[config.mk]
export PLATFORM = sky130hd
export DESIGN_NAME = alu_cmd_queue
export DESIGN_NICKNAME = d
export VERILOG_FILES = /design/src/rtl/alu_cmd_queue.sv
export SDC_FILE = /design/constraint.sdc
export NUM_CORES = 1
export LEC_CHECK = 0
export ABC_AREA = 1
export BUFFER_PORTS_ARGS = -buffer_cell sky130_fd_sc_hd__buf_2
export CORE_MARGIN = 1
export CORE_UTILIZATION = 51
export DETAILED_ROUTE_END_ITERATION = 12
export PLACE_DENSITY = 0.74
export SLEW_MARGIN = 30
export SYNTH_ARGS = -nofsm -noshare
export SYNTH_HDL_FRONTEND = slang
export SYNTH_SLANG_ARGS = --single-unit
[constraint.sdc]
create_clock -name clk -period 1.9 [get_ports clk]
set_clock_uncertainty 0.05 [all_clocks]
set_input_delay 0.475 -clock clk [delete_from_list [all_inputs] [get_ports clk]]
set_output_delay 0.475 -clock clk [all_outputs]
set_load 0.005 [all_outputs]
[src/rtl/alu_cmd_queue.sv]
// Command FIFO and issue stage in front of the ALU: buffers commands, issues one per
// clock onto registered ALU drive lines, and shadows the ALU power state.
module alu_cmd_queue #(
    parameter int N     = 8,
    parameter int DEPTH = 4
) (
    input  logic                     clk,
    input  logic                     rst,
    input  logic                     cmd_valid,
    output logic                     cmd_ready,
    input  logic [3:0]               cmd_op,
    input  logic [N-1:0]             cmd_in,
    input  logic                     cmd_on,
    input  logic                     cmd_off,
    input  logic                     hold,
    input  logic                     flush,
    output logic [3:0]               alu_op,
    output logic [N-1:0]             alu_in,
    output logic                     alu_on,
    output logic                     alu_off,
    output logic                     alu_valid,
    output logic                     alu_pwr,
    output logic [$clog2(DEPTH):0]   count,
    output logic                     bad_op
);

    localparam int AW = $clog2(DEPTH);
    localparam logic [AW:0] FULL_CNT = (AW+1)'(DEPTH);
    localparam logic [3:0]  OP_NOP   = 4'b0000;
    localparam logic [3:0]  OP_MULT  = 4'b1000;

    logic [3:0]    mem_op  [DEPTH];
    logic [N-1:0]  mem_in  [DEPTH];
    logic          mem_on  [DEPTH];
    logic          mem_off [DEPTH];

    logic [AW-1:0] wr_ptr;
    logic [AW-1:0] rd_ptr;
    logic          full;
    logic          empty;
    logic          push;
    logic          pop;
    logic          illegal;

    // Readiness looks only at occupancy and flush, so a full queue refuses a push
    // even on a cycle where it also pops.
    assign full      = (count == FULL_CNT);
    assign empty     = (count == '0);
    assign cmd_ready = !full && !flush;
    assign push      = cmd_valid && cmd_ready;
    assign pop       = !empty && !hold && !flush;
    assign illegal   = (cmd_op > OP_MULT);

    // Illegal opcodes are neutralised to NOP/0 at entry; power requests survive.
    always_ff @(posedge clk) begin
        if (push) begin
            mem_op[wr_ptr]  <= illegal ? OP_NOP : cmd_op;
            mem_in[wr_ptr]  <= illegal ? '0 : cmd_in;
            mem_on[wr_ptr]  <= cmd_on;
            mem_off[wr_ptr] <= cmd_off;
        end
    end

    always_ff @(posedge clk or negedge rst) begin
        if (!rst) begin
            wr_ptr    <= '0;
            rd_ptr    <= '0;
            count     <= '0;
            bad_op    <= 1'b0;
            alu_op    <= OP_NOP;
            alu_in    <= '0;
            alu_on    <= 1'b0;
            alu_off   <= 1'b0;
            alu_valid <= 1'b0;
            alu_pwr   <= 1'b1;
        end else begin
            if (flush) begin
                wr_ptr <= '0;
                rd_ptr <= '0;
                count  <= '0;
            end else begin
                if (push) wr_ptr <= wr_ptr + 1'b1;
                if (pop)  rd_ptr <= rd_ptr + 1'b1;
                case ({push, pop})
                    2'b10:   count <= count + 1'b1;
                    2'b01:   count <= count - 1'b1;
                    default: ;
                endcase
            end

            if (push && illegal) bad_op <= 1'b1;

            // On wins over off when a command carries both power requests.
            if (pop) begin
                alu_op    <= mem_op[rd_ptr];
                alu_in    <= mem_in[rd_ptr];
                alu_on    <= mem_on[rd_ptr];
                alu_off   <= mem_off[rd_ptr];
                alu_valid <= 1'b1;
                if (mem_on[rd_ptr])       alu_pwr <= 1'b1;
                else if (mem_off[rd_ptr]) alu_pwr <= 1'b0;
            end else begin
                alu_op    <= OP_NOP;
                alu_in    <= '0;
                alu_on    <= 1'b0;
                alu_off   <= 1'b0;
                alu_valid <= 1'b0;
            end
        end
    end

endmodule

==> summary.txt, run 1 <==
Outcome
  • Status: finished, final reports clean

STA
  • Fmax: 555 MHz
  • Slew Viols, Final: 0
  • Period Utilization, post-route: 94.8%
  • Count of final setup violators: 0
  • Max-Slew Margin vs Limit: 60.4%
  • Final Hold Vio Count: 0
  • Tmin final: 1.80 ns
  • RSZ-0062 raised after global routing: yes
  • Slew @ Worst Pin: 0.595 ns

Clock network
  • CTS tree: yes
  • Hold Buf Count CTS: 0
  • Clock root cell: clkbuf_8
  • Clk pin slew, worst setup/hold paths: 0.09 ns
  • Number of buffers created by CTS: 9
  • Post-CTS setup buffer count: 0
  • Sink Count: 80
  • Clk_lat worst skew: 0.34 ns
  • Max Buffers Root-to-Sink: 2
  • H-tree depth: 3

Finish
  • Share of layout cells above drive strength 1: 27.6%
  • Fin area: 3870 um^2
  • Antenna diodes: 0
  • Nets: 356
  • Fin cells: 412
  • Layout fillers: 450
  • Area delta synth->final: 19.4%

Synthesis
  • Ys flop type: edfxtp_1
  • Synth unique cells: 26
  • Post-synth ARST share: 30.0%
  • Count leader, synth: nor2_1
  • Mapped Nets: 299
  • Top cell type's share of synthesized area: 51.8%
  • Sequential-to-total area share from yosys stat: 70.4%
  • Synth warn: 0
  • Post-Synthesis Cells: 275
  • Number of enable flip-flop cells after synthesis: 56
  • Synth top cells by count: nor2_1 (70), edfxtp_1 (56), o21ai_0 (25)
  • Yosys reg bits: 80
  • Mapped Avg Cell Area: 11.8 um^2
  • Synth area leader: edfxtp_1
  • Synth area leaders: edfxtp_1 (52%), dfrtp_1 (18%), nor2_1 (8.1%)
  • Mapped Area: 3240 um^2

Critical path
  • CP Launch Point: count[0]
  • CP arrival: 1.99 ns
  • R2r setup slk: 0.1 ns
  • Crit end category: flip-flop
  • Reg-to-reg critical path endpoint: count[2]
  • Peak fanout along the critical path: 3
  • Critical path launch point type: flip-flop
  • Worst EP required: 2.09 ns
  • Worst Reg-to-Reg Cells: 13
  • Setup Crit Path Kind: reg -> reg
  • Crit Reg-Reg Startpoint: count[0]

Global route
  • Grt total ovfl: 0
  • Number of antenna violations at the first check in global routing: 0
  • Vias in the first global route: 2130
  • Overall Global Routing Usage: 21.6%
  • Largest net degree at the start of global routing: 30
  • First-pass GRT wire length: 10300 um

Floorplanning
  • Std cell rows: 28
  • Die W: 81.8 um
  • Die Height: 81.8 um
  • Initial core utilization: 53.8%
  • Number of I/O pins: 40
  • Die Footprint: 6680 um^2
  • Core Region: 6030 um^2

Place
  • Placed inst area: 3650 um^2
  • Placed insts: 396
  • GPL Wtd Cong: 0.814
  • Final HPWL DP: 3920 um
  • Buffers on Ports: 39

Detailed routing
  • Antenna viol nets, final: 0
  • Final WL: 6390 um
  • Initial DRC Count: 140
  • Routed len/inst: 15.5 um
  • TritonRoute pass-1 iters: 4
  • DRC violations left: 0
  • Via density: 5.08
  • Via Count: 2093

Pwr
  • Cell Pwr Density: 1150 nW/um^2
  • Peak VDD IR: 513 uV
  • Pleak: 1.68 nW

Min path
  • HP Class: in -> async

Flow run
  • Max Cap Violations: 0
## timing repair
item,CTS,global route
gates cloned,0,0
resized for setup,0,5
pin swaps,1,2
endpoints found under the setup margin,1,1
## area by class of cell
cell class	count	area [um^2]	area share [%]
Tap cell	75	93.8	2.42
Multi-Input combinational cell	156	807	20.8
Timing Repair Buffer	56	373	9.63
Sequential cell	80	2280	59.0
Clock inverter	7	81.3	2.10
Clock buffer	9	124	3.20
Inverter	29	109	2.81
## power by group
group,total [W],internal [W],switching [W]
logic,0.00104,0.000390,0.000646
registers,0.00215,0.00207,0.0000809
clock network,0.00128,0.000620,0.000664
## cell usage in the layout, fill, tap and decap left out, types with 5 or more instances in the layout
cell type and n:
o21ai_1 7, buf_4 13, nor2_1 70, buf_2 39
o21ai_0 25, nand2_1 13, nand3_1 6, dfrtp_1 22
a21oi_1 15, nand2_4 5, inv_1 23, edfxtp_1 56
clkbuf_8 9, inv_2 6
## per-stage QoR
step           util (%)  hold WS, ns  setup slack (ns)  power (W)  TNS [ns]
6_report           64.3       0.0732            0.0989    0.00447         0
5_1_grt            64.3        0.114           -0.0398    0.00470   -0.0398
4_1_cts            64.0       0.0853          0.000296    0.00447         0
3_5_place_dp       60.6        0.389           0.00682    0.00320         0
3_3_place_gp       60.6        0.388            0.0734    0.00314         0
2_1_floorplan         -        0.129            0.0374    0.00282         0
## cell families (layout without fill, tap and decap cells)
kind of cell    after synthesis  after routing  share of synthesized area [%]
flops                        80             80                           70.4
fa+ha+maj                     5              5                           2.16
xor+xnor                      1              1                          0.270
compound gates               50             50                           7.87
buf+inv                      39            101                           5.21
simple gates                100            100                           14.1
## worst max-delay path, cell delays in order (launching register included)
cell and delay (ns):
dfrtp_1 0.41, nor2_4 0.13, nand2_2 0.07, nand2_4 0.08, nor2_4 0.04, nand2_4 0.05
inv_2 0.03, fa_2 0.35, xnor2_2 0.19, inv_1 0.06, nand2_1 0.07, nand2_1 0.05
nand3_1 0.06, nand2_1 0.05
## state kept, by name, indices dropped and copies added, names as in the netlist, 2 cells and up
name and cells:
count 3, wr_ptr 2, rd_ptr 2, mem_in 32, mem_op 16, mem_on 4
mem_off 4, alu_op 4, alu_in 8
## layer usage
| metal | routed length [um] | global-route usage, % | vias up |
|---|---|---|---|
| met4 | 67 | 9.82 | 0 |
| met5 | 0 | 0 | - |
| met1 | 2680 | 28.3 | 994 |
| met3 | 330 | 3.33 | 6 |
| li1 | - | - | 1024 |
| met2 | 3310 | 35.6 | 69 |
## how the worst max path moves through the flow
stage	to	slack (ns)
6_report	count[2]	0.1
5_1_grt	count[2]	-0.04
4_1_cts	count[2]	0.0003
3_5_place_dp	count[2]	0.007
3_3_place_gp	count[2]	0.07
2_1_floorplan	count[2]	0.04
Power figures use the tool's default switching activity.
==> inputs of run 2 (changes only) <==
BUFFER_PORTS_ARGS = -buffer_cell sky130_fd_sc_hd__buf_4   (was -buffer_cell sky130_fd_sc_hd__buf_2)
==> summary.txt, run 2 (same netlist as run 1, synthesis figures left out) <==
Floorplanning
  • Std cell rows: 28
  • Core Region: 6030 um^2
  • Die Footprint: 6680 um^2
  • Number of I/O pins: 40
  • Die Height: 81.8 um
  • Die W: 81.8 um
  • Initial core utilization: 53.8%

Place
  • Place WS: 0.0101 ns
  • Buffers on Ports: 39
  • Placed inst area: 3760 um^2
  • Final HPWL DP: 4080 um
  • GPL Wtd Cong: 0.756

Critical path
  • Crit end category: flip-flop
  • CP peak stage delay: 0.41 ns
  • Worst Reg-to-Reg Cells: 13
  • Setup Crit Path Kind: reg -> reg
  • Reg-to-reg critical path endpoint: count[2]
  • R2r setup slk: 0.10 ns
  • Peak fanout along the critical path: 3
  • Worst EP required: 2.08 ns
  • CP arrival: 1.98 ns
  • CP Cell Sequence: nor2_4 -> nand2_2 -> nand2_4 -> nor2_4 -> nand2_4 -> inv_1 -> fa_2 -> xnor2_2 -> inv_1 -> nand2_1 -> nand2_1 -> nand3_1 -> nand2_1
  • Crit Reg-Reg Startpoint: count[1]
  • Slowest CP cell: dfrtp_1
  • Critical path launch point type: flip-flop
  • Most used cell, CP: nand2_1

Clock network
  • CTS tree: yes
  • Clock root cell: clkbuf_8
  • Max Buffers Root-to-Sink: 2
  • Clk_lat worst skew: 0.34 ns
  • Clk pin slew, worst setup/hold paths: 0.08 ns
  • Sink Count: 80
  • H-tree depth: 3
  • Post-CTS setup buffer count: 0
  • Number of buffers created by CTS: 9

Detailed routing
  • Via density: 5.17
  • Antenna viol nets, final: 0
  • Final WL: 6280 um
  • Via Count: 2146
  • Routed len/inst: 15.1 um
  • DRC violations left: 0
  • Initial DRC Count: 142
  • TritonRoute pass-1 iters: 4

STA
  • Tmin final: 1.80 ns
  • Max-Slew Margin vs Limit: 77.3%
  • Slew Viols, Final: 0
  • Slew @ Worst Pin: 0.341 ns
  • Final Hold Vio Count: 0
  • Fmax: 557 MHz
  • Period Utilization, post-route: 94.5%
  • Count of final setup violators: 0
  • Hold_ws: 0.284 ns
  • Final worst setup slack: 0.104 ns

Finish
  • Layout fillers: 438
  • Antenna diodes: 0
  • Area delta synth->final: 21.9%
  • Largest Register: mem_in
  • Top flop regs: mem_in x32, mem_op x16, alu_in x8
  • Max reg flops: 32
  • Commonest non-fill, non-tap cell in the layout: nor2_1
  • Nets: 359
  • Fin area: 3960 um^2
  • Most frequent cells in the layout: nor2_1 (70), edfxtp_1 (56), buf_4 (54)
  • Share of layout cells above drive strength 1: 26.5%

Pwr
  • Cell Pwr Density: 1100 nW/um^2
  • Peak VDD IR: 572 uV
  • Design Power: 0.00435 W
  • Pleak: 1.70 nW

Global route
  • First-pass GRT wire length: 10200 um
  • Vias in the first global route: 2098
  • Grt total ovfl: 0
  • Overall Global Routing Usage: 21.5%
  • Largest net degree at the start of global routing: 25
  • Number of antenna violations at the first check in global routing: 0

Min path
  • HP Class: in -> reg
  • Hold depth: 1
  • Hold Startpoint: cmd_on
  • Worst min-delay path endpoint: mem_on[0]

Flow run
  • Max Cap Violations: 0

Outcome
  • Status: finished, final reports clean
run 2: cell types whose count changed in the layout (fill, tap and decap cells not counted), sizes merged:
cell,delta
buf,+2
inv,-1
clkinvlp,-3
dlygate4sd3,+1
clkinv,+1
clkbuf,+4
bufinv,-1
run 2: area by class of cell:
class	instances	area [um^2]	area share [%]
repair buffers	59	495	12.5
multi-input cells	156	807	20.4
clock buffers	13	149	3.76
inverters	29	109	2.75
clock inverters	3	17.5	0.443
well taps	75	93.8	2.37
flip-flops and latches	80	2280	57.7
run 2: report_power, final:
| group | leakage, nW | switching (W) | internal [W] | total [W] |
|---|---|---|---|---|
| combinational | 0.786 | 0.000640 | 0.000464 | 0.00110 |
| clock | 0.0850 | 0.000571 | 0.000508 | 0.00108 |
| sequential | 0.832 | 0.0000931 | 0.00207 | 0.00216 |
run 2: stage by stage:
stage	std cells	TNS [ns]	utilization [%]
after floorplan	275	0	-
after global placement	398	0	62.5
after detailed placement	398	0	62.5
after CTS	415	0	65.4
after global routing	415	-0.0144	65.7
final	415	0	65.7
run 2: repair_timing:
action                                  in CTS  in global routing
hold buffers                                 1                  0
endpoints found under the setup margin       0                  1
endpoints found under the hold margin       23                  0
gates resized for setup                      0                  4
run 2: worst max-delay path by stage:
| stage | from | end | slack (ns) | cells past startpoint |
|---|---|---|---|---|
| 2_1_floorplan | count[1] | count[2] | 0.04 | 13 |
| 3_3_place_gp | flush | count[2] | 0.07 | 12 |
| 3_5_place_dp | flush | count[2] | 0.01 | 12 |
| 4_1_cts | count[1] | count[2] | 0.01 | 13 |
| 5_1_grt | count[1] | count[2] | -0.01 | 13 |
| 6_report | count[1] | count[2] | 0.10 | 13 |
run 2: layer usage:
layer	share of wire [%]	vias to the layer above	global-route usage (%)
met5	0	-	0
met4	1.8	0	8.60
met3	4.0	11	5.11
met2	52	51	36.8
met1	43	1048	26.3
li1	-	1036	-
run 2: critical path, delay by kind of cell (launching register included):
family,cells,cell delay (ns)
xor gates and xnor gates,1,0.16
adders and majority gates,1,0.35
buffers and inverters,2,0.11
DFF,1,0.41
and+or+nand+nor,9,0.60
==> inputs of run 3 (changes only) <==
CORE_UTILIZATION = 60   (was 51)
PLACE_DENSITY = 0.82   (was 0.74)
clock period = 2.2 ns   (was 1.9 ns; I/O delays follow)
==> summary.txt, run 3 (same netlist as run 1, synthesis figures left out) <==
Finish
  • Share of layout cells above drive strength 1: 24.0%
  • Antenna diodes: 0
  • Largest Register: mem_in
  • Max reg flops: 32
  • Fin area: 3810 um^2
  • Layout fillers: 337
  • Top flop regs: mem_in x32, mem_op x16, alu_in x8
  • Commonest non-fill, non-tap cell in the layout: nor2_1
  • Nets: 349
  • Area delta synth->final: 17.4%
  • Most frequent cells in the layout: nor2_1 (70), edfxtp_1 (56), buf_4 (49)

STA
  • Period Utilization, post-route: 93.3%
  • RSZ-0062 raised after global routing: no
  • Tmin final: 2.05 ns
  • Max-Slew Margin vs Limit: 70.5%
  • Final Hold Vio Count: 0
  • Count of final setup violators: 0
  • Fmax: 487 MHz
  • Slew @ Worst Pin: 0.442 ns
  • Setup TNS: 0 ns
  • Slew Viols, Final: 0

Detailed routing
  • TritonRoute pass-1 iters: 5
  • Routed len/inst: 15.0 um
  • Final WL: 5990 um
  • Antenna viol nets, final: 0
  • DRC violations left: 0
  • Initial DRC Count: 165
  • Via Count: 2101
  • Via density: 5.27

Critical path
  • Crit Reg-Reg Startpoint: count[0]
  • Worst Reg-to-Reg Cells: 13
  • R2r setup slk: 0.15 ns
  • Worst EP required: 2.40 ns
  • CP arrival: 2.25 ns
  • Setup Crit Path Kind: reg -> reg
  • Peak fanout along the critical path: 6
  • Top Family by Delay on Critical Path: simple AND/OR/NAND/NOR gates
  • Reg-to-reg critical path endpoint: count[2]
  • Crit end category: flip-flop
  • Worst Path Buf+Inv: 2
  • CP Cell Sequence: nor2_2 -> nand2_2 -> nand2_4 -> nor2_4 -> nand2_4 -> inv_1 -> fa_1 -> xnor2_2 -> inv_1 -> nand2_1 -> nand2_1 -> nand3_1 -> nand2_1
  • CP peak stage delay: 0.46 ns
  • Critical path launch point type: flip-flop
  • CP Launch Point: count[0]
  • Most used cell, CP: nand2_1
  • Slowest CP cell: dfrtp_1

Pwr
  • Pleak: 1.64 nW
  • Cell Pwr Density: 952 nW/um^2
  • Peak VDD IR: 524 uV

Global route
  • Overall Global Routing Usage: 24.0%
  • Largest net degree at the start of global routing: 30
  • First-pass GRT wire length: 9400 um
  • Number of antenna violations at the first check in global routing: 0
  • Vias in the first global route: 2028
  • Grt total ovfl: 0

Place
  • Buffers on Ports: 39
  • GPL Wtd Cong: 0.772
  • Final HPWL DP: 3800 um
  • Placed inst area: 3640 um^2

Min path
  • HP Class: in -> async

Clock network
  • Post-CTS setup buffer count: 0
  • CTS tree: yes
  • Clock root cell: clkbuf_8
  • Max Buffers Root-to-Sink: 2
  • Clk_lat worst skew: 0.35 ns
  • Hold Buf Count CTS: 0
  • Post-cts gate resize count: 0
  • Number of buffers created by CTS: 9
  • H-tree depth: 3
  • Clk pin slew, worst setup/hold paths: 0.08 ns
  • Sink Count: 80

Floorplanning
  • Die W: 75.5 um
  • Die Height: 75.5 um
  • Number of I/O pins: 40
  • Std cell rows: 26
  • Core Region: 5170 um^2
  • Initial core utilization: 62.7%
  • Die Footprint: 5710 um^2

Outcome
  • Status: finished, final reports clean

Flow run
  • Max Cap Violations: 0
run 3: worst max path at each step:
| stage | to | cells after the start |
|---|---|---|
| after global routing | count[2] | 13 |
| final | count[2] | 13 |
| after global placement | count[2] | 12 |
| after CTS | count[2] | 13 |
| after detailed placement | count[2] | 12 |
| after floorplan | count[2] | 11 |
run 3: routing by layer:
| metal | GRT usage (%) | vias to the layer above | routed length (um) |
|---|---|---|---|
| met5 | 0 | - | 0 |
| met4 | 10.7 | 0 | 115 |
| met3 | 6.61 | 14 | 331 |
| met2 | 40.0 | 83 | 3210 |
| met1 | 29.6 | 990 | 2330 |
| li1 | - | 1014 | - |
run 3: final cells by class:
type / instances / area, um^2 / area share (%)
Timing Repair Buffer: 49 / 368 / 9.66
Tap cell: 70 / 87.6 / 2.30
Clock buffer: 10 / 138 / 3.61
Inverter: 29 / 109 / 2.86
Multi-Input combinational cell: 156 / 800 / 21.0
Sequential cell: 80 / 2280 / 60.0
Clock inverter: 5 / 23.8 / 0.624
run 3: worst register-to-register path: stages, from the launching register on:
cell	delay, ns
dfrtp_1	0.46
nor2_2	0.17
nand2_2	0.09
nand2_4	0.09
nor2_4	0.05
nand2_4	0.09
inv_1	0.06
fa_1	0.41
xnor2_2	0.19
inv_1	0.05
nand2_1	0.07
nand2_1	0.06
nand3_1	0.07
nand2_1	0.05
run 3: where the power goes:
group,total [W],switching [W],internal (W)
combinational,0.000851,0.000523,0.000328
clock,0.000906,0.000485,0.000421
sequential,0.00187,0.0000797,0.00179
run 3: metrics by stage:
step	total power, W	hold WS (ns)	worst slack [ns]	std cells	util, %
4_1_cts	0.00363	0.0392	0.148	399	73.5
3_3_place_gp	0.00270	0.398	0.152	384	70.4
2_1_floorplan	0.00244	0.204	0.263	275	-
5_1_grt	0.00383	0.0547	0.0152	399	73.6
3_5_place_dp	0.00274	0.416	0.0595	384	70.4
6_report	0.00363	0.0428	0.148	399	73.6
